`config.mk`:
```
export PLATFORM = sky130hd
export DESIGN_NAME = cp0_timer_irq_unit
export DESIGN_NICKNAME = d
export VERILOG_FILES = /design/src/rtl/cp0_timer_irq_unit.sv
export SDC_FILE = /design/constraint.sdc
export NUM_CORES = 1
export LEC_CHECK = 0
export BUFFER_PORTS_ARGS = -buffer_cell sky130_fd_sc_hd__buf_2
export CORE_UTILIZATION = 30
export DETAILED_ROUTE_END_ITERATION = 8
export PLACE_DENSITY = 0.53
export SYNTH_ARGS = -nofsm -noshare
export SYNTH_HDL_FRONTEND = slang
export SYNTH_SLANG_ARGS = --single-unit
```
`constraint.sdc`:
```
create_clock -name clk -period 4.1 [get_ports clk]
set_input_delay 0.82 -clock clk [delete_from_list [all_inputs] [get_ports clk]]
set_output_delay 0.82 -clock clk [all_outputs]
set_load 0.02 [all_outputs]
```
`src/rtl/cp0_timer_irq_unit.sv`:
```
// CP0 timer/interrupt unit: prescaled Count, NUM_TIMERS sticky Compare channels,
// synchronised external IRQs, software IRQ bits, mask and a registered request.
module cp0_timer_irq_unit #(
    parameter int unsigned NUM_EXT     = 6,
    parameter int unsigned NUM_TIMERS  = 2,
    parameter int unsigned COUNT_W     = 32,
    parameter int unsigned COUNT_DIV   = 2,
    parameter int unsigned SYNC_STAGES = 2,
    localparam int unsigned W          = 2 + NUM_EXT + NUM_TIMERS
) (
    input  logic                  clk,
    input  logic                  reset,
    input  logic                  reg_we,
    input  logic [2:0]            reg_addr,
    input  logic [31:0]           reg_wdata,
    output logic [31:0]           reg_rdata,
    input  logic                  status_ie,
    input  logic                  status_exl,
    input  logic                  hold_irq,
    input  logic [NUM_EXT-1:0]    ext_irq,
    output logic [W-1:0]          irq_vec,
    output logic                  irq_req,
    output logic [NUM_TIMERS-1:0] timer_hit
);

    localparam int unsigned PW = (COUNT_DIV > 1) ? $clog2(COUNT_DIV) : 1;
    localparam logic [PW-1:0] PRESC_LAST = PW'(COUNT_DIV - 1);

    logic [PW-1:0]                         presc_q, presc_d;
    logic [COUNT_W-1:0]                    count_q, count_d;
    logic [NUM_TIMERS-1:0][COUNT_W-1:0]    cmp_q, cmp_d;
    logic [NUM_TIMERS-1:0]                 flag_q, flag_d;
    logic [1:0]                            sw_q, sw_d;
    logic [W-1:0]                          mask_q, mask_d;
    logic [SYNC_STAGES-1:0][NUM_EXT-1:0]   sync_q;
    logic                                  irq_q, irq_d;

    logic                  tick;
    logic                  wr_count, wr_pend, wr_mask;
    logic [NUM_TIMERS-1:0] wr_cmp;
    logic [W-1:0]          pending;
    logic                  unused_wdata;

    assign unused_wdata = ^reg_wdata;

    assign tick      = (presc_q == PRESC_LAST);
    assign pending   = {flag_q, sync_q[SYNC_STAGES-1], sw_q};
    assign irq_vec   = pending & mask_q;
    assign irq_req   = irq_q;
    assign timer_hit = flag_q;

    always_comb begin
        wr_count = reg_we && (reg_addr == 3'd0);
        wr_pend  = reg_we && (reg_addr == 3'd1);
        wr_mask  = reg_we && (reg_addr == 3'd2);
        wr_cmp   = '0;
        for (int unsigned k = 0; k < NUM_TIMERS; k++) begin
            wr_cmp[k] = reg_we && (reg_addr == 3'(4 + k));
        end
    end

    always_comb begin
        count_d = count_q;
        presc_d = presc_q;
        // A Count write restarts the prescaler so the next increment is a full period away.
        if (wr_count) begin
            count_d = reg_wdata[COUNT_W-1:0];
            presc_d = '0;
        end else if (tick) begin
            count_d = count_q + 1'b1;
            presc_d = '0;
        end else begin
            presc_d = presc_q + 1'b1;
        end

        cmp_d  = cmp_q;
        flag_d = flag_q;
        for (int unsigned k = 0; k < NUM_TIMERS; k++) begin
            if (wr_cmp[k]) begin
                cmp_d[k]  = reg_wdata[COUNT_W-1:0];
                flag_d[k] = 1'b0;
            end else if ((cmp_q[k] != '0) && (count_q == cmp_q[k])) begin
                flag_d[k] = 1'b1;
            end
        end

        sw_d   = wr_pend ? reg_wdata[1:0] : sw_q;
        mask_d = wr_mask ? reg_wdata[W-1:0] : mask_q;
        irq_d  = status_ie && !status_exl && !hold_irq && (|irq_vec);
    end

    always_comb begin
        reg_rdata = '0;
        case (reg_addr)
            3'd0:    reg_rdata[COUNT_W-1:0] = count_q;
            3'd1:    reg_rdata[W-1:0]       = pending;
            3'd2:    reg_rdata[W-1:0]       = mask_q;
            default: begin
                for (int unsigned k = 0; k < NUM_TIMERS; k++) begin
                    if (reg_addr == 3'(4 + k)) begin
                        reg_rdata[COUNT_W-1:0] = cmp_q[k];
                    end
                end
            end
        endcase
    end

    always_ff @(posedge clk or posedge reset) begin
        if (reset) begin
            presc_q <= '0;
            count_q <= '0;
            cmp_q   <= '0;
            flag_q  <= '0;
            sw_q    <= '0;
            mask_q  <= '1;
            sync_q  <= '0;
            irq_q   <= 1'b0;
        end else begin
            presc_q   <= presc_d;
            count_q   <= count_d;
            cmp_q     <= cmp_d;
            flag_q    <= flag_d;
            sw_q      <= sw_d;
            mask_q    <= mask_d;
            irq_q     <= irq_d;
            sync_q[0] <= ext_irq;
            for (int unsigned s = 1; s < SYNC_STAGES; s++) begin
                sync_q[s] <= sync_q[s-1];
            end
        end
    end

endmodule
```
==> results.json <==
{
  "clock_latency_ns": 0.42,
  "period_share_pct": 78.1,
  "htreeDepth": 4,
  "num_vias": 5261,
  "grt_max_degree": 125,
  "grt-ovfl-total": 0,
  "dr.pass1.iters": 5,
  "synth_most_common_cell": "dfrtp_1",
  "status": "complete, no violations",
  "cts_hold_repair.buffers": 0,
  "coreArea_sq_um": 22800,
  "drt_iter0_drc": 338,
  "holdCritPathClass": "reg2reg",
  "yosys-top-cells-count": "dfrtp_1 (114), mux2_2 (98), xnor2_1 (61)",
  "synth-seq-area-share_pct": 44.2,
  "synth_area_leaders": "dfrtp_1 (40%), mux2_2 (16%), xnor2_1 (7.6%)",
  "cts_setup_buffers": 0,
  "p_sw_share_pct": 33.8,
  "switchingPower_mw": 1.54,
  "regArea_sq_um": 3120,
  "clkTransAtPathRegs_ns": 0.05,
  "clockRootBuffer": "clkbuf_16",
  "async_flop_share_pct": 100,
  "worst_pin_slew_ns": 0.989,
  "p_seq_share_pct": 43.4,
  "initial_utilization_pct": 30.8,
  "cellPowerDensity_nw_per_um2": 549,
  "power_leakage_nw": 3.35,
  "rsz0062_at_grt": "no",
  "finalPower_mw": 4.54,
  "critPathLaunchType": "input pin",
  "fin_setup_tns_ns": 0,
  "pwr-share-clk_pct": 32.2,
  "crit_type": "in2out",
  "synth.distinct_cells": 38,
  "cts_tree": "built",
  "synth-seq-cells": 124,
  "multi_input_area_sq_um": 3600,
  "p_int_mw": 3.01,
  "design_area_sq_um": 8280,
  "grt_pass1_wl_um": 32200,
  "syn-cell-area_sq_um": 7050,
  "dpl.hpwl_um": 14800,
  "setup_viol": 0,
  "nNetsFinal": 771,
  "period_needed_ns": 3.20,
  "p_comb_share_pct": 24.4,
  "cts_made_buffers": 17,
  "row_count": 55,
  "area_delta_synth_final_pct": 17.4,
  "clockBufferDepth": 2,
  "dieWidth_um": 155,
  "arrival_ns": 2.38,
  "yosysTopAreaCell": "dfrtp_1",
  "die_height_um": 155,
  "yosys_warnings": 0,
  "worstPathMaxFanout": 21,
  "filler_cell_count": 2343,
  "maxCapViolCount": 0,
  "final_hold_viol_count": 0,
  "ir_drop_v": 0.000229,
  "dieArea_sq_um": 24100,
  "dpl_cell_area_sq_um": 7710,
  "syn-num-nets": 711,
  "clock_skew_ns": 0.00703,
  "place.gp.congestion": 0.852,
  "totalWireLength_um": 20500,
  "required_ns": 3.28,
  "ctsResizeCount": 0,
  "avgSynthCellArea_sq_um": 10.6,
  "wl_per_cell_um": 19.5,
  "grt_pass1_vias": 5181,
  "synth_top_area_share_pct": 40.5,
  "report.final.slew_viol_count": 0,
  "synth_edf_count": 0,
  "routed_via_density": 5.02,
  "antenna_left": 0,
  "synth_flop_cell": "dfrtp_1",
  "clock.fmax_mhz": 312,
  "fin_util_pct": 36.2,
  "grt_util_all_layers_pct": 17.9,
  "io_pins": 92,
  "antenna_found_initial": 0,
  "diodes": 0,
  "cts_num_sinks": 124,
  "drive_gt1_share_pct": 34.6,
  "drc": 0,
  "synth_cells": 663,
  "slew_headroom_pct": 34.1,
  "critPathCaptureType": "output pin",
  "numPortBuffers": 91
}
per-stage QoR:
| stage | std cells | worst slack [ns] | hold WS, ns |
|---|---|---|---|
| after global routing | 1049 | 0.775 | 0.363 |
| after CTS | 1049 | 0.886 | 0.353 |
| after global placement | 1017 | 0.891 | 0.336 |
| after detailed placement | 1017 | 0.888 | 0.339 |
| final | 1049 | 0.897 | 0.349 |
| after floorplan | 663 | 1.05 | 0.331 |
cell type report:
class	instances	area share (%)
Sequential cell	124	37.6
Multi-Input combinational cell	465	43.6
Clock buffer	24	5.70
Inverter	14	0.680
Clock inverter	8	1.12
Timing Repair Buffer	101	6.56
Tap cell	313	4.73
cells by family (layout without fill, tap and decap cells):
kind of cell	after synthesis	in the layout	share of synthesized area [%]
AND/OR/NAND/NOR	192	192	14.3
flip-flops	124	124	44.2
multiplexers	109	109	19.0
XOR/XNOR	95	95	11.8
buffers and inverters	74	147	4.78
AO/OA/AOI/OAI	68	68	5.70
adder cells (fa/ha/maj)	1	1	0.177
power by group through the flow:
stage	Sequential, mW	Clock [mW]	Combinational, mW
after floorplan	1.71	0	0.985
after global placement	1.99	0	1.09
after detailed placement	1.99	0	1.10
after CTS	1.97	1.49	1.11
after global routing	2.02	1.55	1.21
final	1.97	1.46	1.11
layout by cell type, fill, tap and decap left out, types with 3 or more instances in the layout:
cell type,Yosys,layout
dfrtp_1,114,114
mux2_2,98,98
buf_2,30,91
xnor2_1,61,61
nand2_1,44,44
o21ai_0,38,38
nor2_1,35,34
xor2_1,34,34
nor4_1,31,31
a22oi_1,22,22
nand3_1,23,22
nand4_1,18,18
clkbuf_16,0,17
inv_1,14,13
mux4_2,10,10
dfstp_2,10,10
and2_1,10,9
buf_4,5,9
and4_1,6,6
nor3_1,6,6
clkbuf_1,23,5
clkinv_2,0,5
and3_1,4,4
a21oi_1,4,4
or4_1,3,3
nor4_2,3,3
per-layer routing:
| metal | global-route usage [%] | up-vias | wire (um) |
|---|---|---|---|
| li1 | - | 2457 | - |
| met2 | 26.7 | 179 | 8900 |
| met3 | 4.65 | 25 | 1170 |
| met5 | 0 | - | 0 |
| met1 | 25.6 | 2600 | 10100 |
| met4 | 4.58 | 0 | 324 |
state kept, by name (all words and copies together) (netlist names):
register   cells
timer_hit      2
mask_q        10
sw_q           2
irq_req        1
count_q       32
presc_q        1
pending        6
cmp_q         64
sync_q         6
worst paths after layout:
check | from | endpoint | slack [ns] | cells past startpoint
max | reg_addr[0] | reg_rdata[16] | 0.90 | 6
min | sync_q[0] | pending[2] | 0.35 | 0
max reg2reg | count_q[0] | count_q[28] | 1.66 | 6
min reg2reg | sync_q[0] | pending[2] | 0.35 | 0
max in group asynchronous | reset | count_q[28] | 2.99 | 3
min in group asynchronous | reset | irq_req | 0.58 | 3
worst max-delay path, stage by stage:
cell and delay, ns:
buf_2 0.49, buf_4 0.32, mux2_2 0.35, a22oi_1 0.16
nor2_1 0.06, buf_2 0.17
Note: power is estimated with default switching activity, not from simulation.
